$ cat src/rtl/alu_issue_queue.sv
// Issue queue for a combinational 32-bit ALU: command FIFO, head drive onto the ALU, registered result stage.
// Optional ALU_ISSUE_STATS_EN adds saturating stat_ops/stat_ovf counters.
module alu_issue_queue #(
  parameter int WIDTH = 32,
  parameter int DEPTH = 4
) (
`ifdef ALU_ISSUE_STATS_EN
  output logic [15:0]                stat_ops,
  output logic [15:0]                stat_ovf,
`endif
  input  logic                       clk,
  input  logic                       rst_n,
  input  logic                       in_valid,
  output logic                       in_ready,
  input  logic [WIDTH-1:0]           in_a,
  input  logic [WIDTH-1:0]           in_b,
  input  logic [2:0]                 in_ctrl,
  output logic [WIDTH-1:0]           alu_a,
  output logic [WIDTH-1:0]           alu_b,
  output logic [2:0]                 alu_ctrl,
  input  logic [WIDTH-1:0]           alu_result,
  input  logic                       alu_zero,
  input  logic                       alu_overflow,
  output logic                       out_valid,
  input  logic                       out_ready,
  output logic [WIDTH-1:0]           out_result,
  output logic                       out_zero,
  output logic                       out_overflow,
  output logic                       out_illegal,
  output logic [$clog2(DEPTH):0]     count
);

  localparam int AW = $clog2(DEPTH);
  localparam int CW = AW + 1;

  typedef enum logic {S_EMPTY = 1'b0, S_FULL = 1'b1} state_t;

  logic [WIDTH-1:0] mem_a_q [DEPTH];
  logic [WIDTH-1:0] mem_b_q [DEPTH];
  logic [2:0]       mem_c_q [DEPTH];

  logic [AW-1:0]    wr_ptr_q, rd_ptr_q;
  logic [CW-1:0]    count_q, count_d;
  state_t           state_q, state_d;
  logic [WIDTH-1:0] res_q;
  logic             zero_q, ovf_q, ill_q;

  logic push, load, has_head, legal, cap_ovf;

  assign has_head = (count_q != '0);
  assign in_ready = rst_n && (count_q < CW'(DEPTH));
  assign push     = in_valid && in_ready;
  assign load     = has_head && ((state_q == S_EMPTY) || out_ready);

  assign alu_a    = has_head ? mem_a_q[rd_ptr_q] : '0;
  assign alu_b    = has_head ? mem_b_q[rd_ptr_q] : '0;
  assign alu_ctrl = has_head ? mem_c_q[rd_ptr_q] : 3'b000;

  assign legal    = (alu_ctrl inside {3'b000, 3'b001, 3'b010, 3'b011, 3'b101});
  // ALU overflow is only meaningful for add/sub; mask it for every other op
  assign cap_ovf  = legal && (alu_ctrl == 3'b000 || alu_ctrl == 3'b001) && alu_overflow;

  always_comb begin
    count_d = count_q;
    case ({push, load})
      2'b10:   count_d = count_q + CW'(1);
      2'b01:   count_d = count_q - CW'(1);
      default: count_d = count_q;
    endcase
  end

  always_ff @(posedge clk) begin
    if (push) begin
      mem_a_q[wr_ptr_q] <= in_a;
      mem_b_q[wr_ptr_q] <= in_b;
      mem_c_q[wr_ptr_q] <= in_ctrl;
    end
  end

  always_ff @(posedge clk or negedge rst_n) begin
    if (!rst_n) begin
      wr_ptr_q <= '0;
      rd_ptr_q <= '0;
      count_q  <= '0;
    end else begin
      if (push) wr_ptr_q <= wr_ptr_q + AW'(1);
      if (load) rd_ptr_q <= rd_ptr_q + AW'(1);
      count_q <= count_d;
    end
  end

  // Output stage FSM: state register
  always_ff @(posedge clk or negedge rst_n) begin
    if (!rst_n) state_q <= S_EMPTY;
    else        state_q <= state_d;
  end

  // Output stage FSM: next state
  always_comb begin
    state_d = state_q;
    case (state_q)
      S_EMPTY: if (load) state_d = S_FULL;
      S_FULL:  if (load) state_d = S_FULL;
               else if (out_ready) state_d = S_EMPTY;
      default: state_d = S_EMPTY;
    endcase
  end

  // Output stage FSM: outputs
  always_comb begin
    out_valid = (state_q == S_FULL);
  end

  always_ff @(posedge clk or negedge rst_n) begin
    if (!rst_n) begin
      res_q  <= '0;
      zero_q <= 1'b0;
      ovf_q  <= 1'b0;
      ill_q  <= 1'b0;
    end else if (load) begin
      res_q  <= legal ? alu_result : '0;
      zero_q <= legal ? alu_zero : 1'b1;
      ovf_q  <= cap_ovf;
      ill_q  <= !legal;
    end
  end

  assign out_result   = res_q;
  assign out_zero     = zero_q;
  assign out_overflow = ovf_q;
  assign out_illegal  = ill_q;
  assign count        = count_q;

`ifdef ALU_ISSUE_STATS_EN
  logic [15:0] stat_ops_q, stat_ovf_q;

  always_ff @(posedge clk or negedge rst_n) begin
    if (!rst_n) begin
      stat_ops_q <= '0;
      stat_ovf_q <= '0;
    end else if (load) begin
      if (stat_ops_q != 16'hFFFF)            stat_ops_q <= stat_ops_q + 16'd1;
      if (cap_ovf && stat_ovf_q != 16'hFFFF) stat_ovf_q <= stat_ovf_q + 16'd1;
    end
  end

  assign stat_ops = stat_ops_q;
  assign stat_ovf = stat_ovf_q;
`endif

endmodule

$ cat config.mk
export PLATFORM = sky130hd
export DESIGN_NAME = alu_issue_queue
export DESIGN_NICKNAME = d
export VERILOG_FILES = /design/src/rtl/alu_issue_queue.sv
export SDC_FILE = /design/constraint.sdc
export NUM_CORES = 1
export LEC_CHECK = 0
export CORE_MARGIN = 2
export CORE_UTILIZATION = 57
export CTS_CLUSTER_DIAMETER = 150
export DETAILED_ROUTE_END_ITERATION = 6
export DONT_BUFFER_PORTS = 1
export GPL_TIMING_DRIVEN = 1
export PLACE_DENSITY_LB_ADDON = 0.2
export SLEW_MARGIN = 20
export SYNTH_ARGS = -nofsm -noshare
export SYNTH_HDL_FRONTEND = slang
export SYNTH_SLANG_ARGS = --single-unit
export TNS_END_PERCENT = 100
$ cat constraint.sdc
create_clock -name clk -period 2.6 [get_ports clk]
set_input_delay 0.65 -clock clk [delete_from_list [all_inputs] [get_ports clk]]
set_output_delay 0.65 -clock clk [all_outputs]
set_load 0.1 [all_outputs]
==> results.toml <==
[synth]
synthCells = 616
syn-cell-area_um2 = 12100
synthFlopType = "edfxtp_1"
synth.ff_latch_count = 311
synth.most_common_cell = "edfxtp_1"
synth_top_area_share_pct = 66.8
syn-num-nets = 727
ys_seq_area_share_pct = 75.7
synth.distinct_cells = 30
yosysTopAreaCell = "edfxtp_1"
synthTopCellsByArea = "edfxtp_1, mux4_2, dfrtp_1"
yosysWarnings = 0
synth.avg_cell_area_um2 = 19.6
synth-edff-count = 268
synthArstFlopShare_pct = 13.8
netlist_top_cells_count = "edfxtp_1, nand2_1, nor2b_1"

[worst_setup_path]
cp.required_ns = 1.95
worstPathCellList = "buf_12 > buf_16 > mux4_2 > nor2b_4 > buf_12"
reg2reg_from = "rd_ptr_q[0]$_DFFE_PN0P_"
reg2reg_to = "out_illegal$_DFFE_PN0P_"
start_kind = "flip-flop"
crit_path_end_kind = "primary output"
critPathArrivalTime_ns = 2.18
worstSetupPathType = "flip-flop to primary output"
cp_slowest_stage_delay_ns = 0.54
ff2ff_setup_slack_ns = 0.32
ff2ff_path_depth = 7
slowest_stage = "mux4_2"
cp_max_fo = 8
cpMostUsedCell = "buf_12"

[timing]
fmax_ghz = 0.353
setup_slack_ns = -0.234
timing_worst_slew_pin_value_ns = 0.908
max-slew-margin-rel_pct = 39.5
hold_viol = 0
post-route-period-util_pct = 109
finalSetupViolCount = 67
drv_slew = 0
rsz0062_at_grt = "yes"
fin_skew_ns = 0.0178
fin_crit_ns = 2.83

[cts]
cts-buffers-inserted = 30
clk_path_buf_depth = 3
insertion_delay_ns = 0.55
cts.sinks = 311
root_buffer = "clkbuf_16"
clk_pin_slew_ns = 0.07
htreeDepth = 1
cts_tree = "done"

[floorplan]
num_rows = 53
ios = 212
start_util_pct = 57.7
dieArea_um2 = 22300
die_h_um = 149
core-area_um2 = 20900
die_w_um = 149

[grt]
antenna_found_initial = 0
grt_start_max_net_pins = 59
grt_pass1_wl_mm = 38.3
gr-total-overflow = 0
first_global_vias = 6615
grt_usage_pct = 23.2

[worst_hold_path]
hold_depth = 0
min_to = "mem_b_q[2][6]$_DFFE_PP_"
hp-start = "in_b[6]"
hold_class = "input pin to flip-flop"

[place]
dp_hpwl_mm = 14.7
io_buffers = 0
place_congestion = 0.753

[route]
wire_per_inst_um = 24.6
drt_wl_total_mm = 26.0
antenna_left = 0
vias = 6143
first_iter_violations = 406
vias_per_cell = 5.80
dr.pass1.iters = 4
drc_errors = 0

[outcome]
violations = "negative setup slack"
outcome = "finished with violations"

[finish]
num_antenna_cells = 0
final_net_count = 872
areaGrowthSynthToFinish_pct = 34.0
postLayoutCoreUtil_pct = 77.3
drive_gt1_share_pct = 47.7

[flow_run]
cap_violations = 0
metrics by stage:
stage / hold slack, ns / setup slack [ns] / std cells / cell area (um^2) / TNS [ns]
3_3_place_gp: 0.356 / 0.278 / 982 / 14400 / 0
6_report: 0.190 / -0.234 / 1059 / 16200 / -12.86
2_1_floorplan: 0.354 / -0.0921 / 616 / 12400 / -2.84
3_5_place_dp: 0.356 / 0.254 / 982 / 14400 / 0
4_1_cts: 0.173 / -0.281 / 1052 / 15900 / -15.24
5_1_grt: 0.169 / -0.296 / 1059 / 16200 / -16.96
sequential cells by signal (all words and copies together) (netlist names):
register,cells
count,3
mem_a_q,128
mem_b_q,128
mem_c_q,12
out_illegal,1
out_overflow,1
out_result,32
out_valid,1
out_zero,1
rd_ptr_q,2
wr_ptr_q,2
how the worst max path moves through the flow:
stage / depth (start not counted) / startpoint / slack [ns] / endpoint
floorplan: 5 / rd_ptr_q[0]$_DFFE_PN0P_ / -0.09 / alu_b[3]
global placement: 4 / rd_ptr_q[0]$_DFFE_PN0P_ / 0.28 / alu_b[12]
detailed placement: 4 / rd_ptr_q[0]$_DFFE_PN0P_ / 0.25 / alu_b[12]
CTS: 5 / rd_ptr_q[0]$_DFFE_PN0P_ / -0.28 / alu_a[0]
global route: 5 / rd_ptr_q[0]$_DFFE_PN0P_ / -0.30 / alu_b[19]
finish: 5 / rd_ptr_q[0]$_DFFE_PN0P_ / -0.23 / alu_a[1]
cell usage in the layout (no fill, tap or decap), types with 2 or more instances in the layout:
master / instances
nor2_1: 3
ha_1: 5
buf_16: 8
and3_4: 4
o21ai_1: 2
nand2b_1: 2
buf_8: 2
clkinv_4: 3
mux4_2: 67
clkbuf_16: 34
nor2b_2: 3
edfxtp_1: 268
clkinvlp_4: 7
buf_4: 52
clkinv_2: 3
inv_1: 6
dfrtp_4: 4
o21ai_2: 30
xor2_1: 2
xnor2_1: 4
nor2b_4: 65
nand2_1: 69
bufinv_16: 7
buf_12: 77
clkinv_1: 3
dfrtp_1: 38
metal layers:
layer / track usage, % / vias to the layer above / part of all wire (%)
li1: - / 2667 / -
met1: 28.5 / 3164 / 36
met2: 41.4 / 259 / 53
met3: 6.45 / 53 / 8.2
met4: 4.62 / 0 / 2.5
met5: 0 / - / 0
cell type report:
class	instances	area [um^2]
Inverter	7	26.3
Sequential cell	311	9140
Timing Repair Buffer	145	2300
Clock inverter	24	332
Multi-Input combinational cell	266	3250
Clock buffer	31	754
Tap cell	275	344
Fill cell	1084	4740
cell families after synthesis:
family	count (synthesis)	share of synthesized area (%)
AND/OR/NAND/NOR	150	6.36
flip-flops	311	75.7
multiplexers	69	12.7
buffers and inverters	39	1.67
XOR/XNOR	6	0.436
AO/OA/AOI/OAI	35	2.43
adder cells (fa/ha/maj)	6	0.685
timing repair:
| action | 4_1_cts | 5_1_grt |
|---|---|---|
| gates cloned | 5 | 4 |
| buffers inserted | 8 | 3 |
| endpoints found under the hold margin | 43 | 0 |
| endpoints found under the setup margin | 67 | 67 |
| hold buffers | 2 | 0 |
| gates resized for setup | 46 | 26 |
critical path: cells and delay by family (launching register included):
family	cells	cell delay (ns)
buffers and inverters	3	0.49
DFF	1	0.46
and+or+nand+nor	1	0.16
muxes	1	0.54
Power is left out: the tool's default activity adds up to more than one toggle a clock period on the data nets, which glitch-free logic cannot reach.
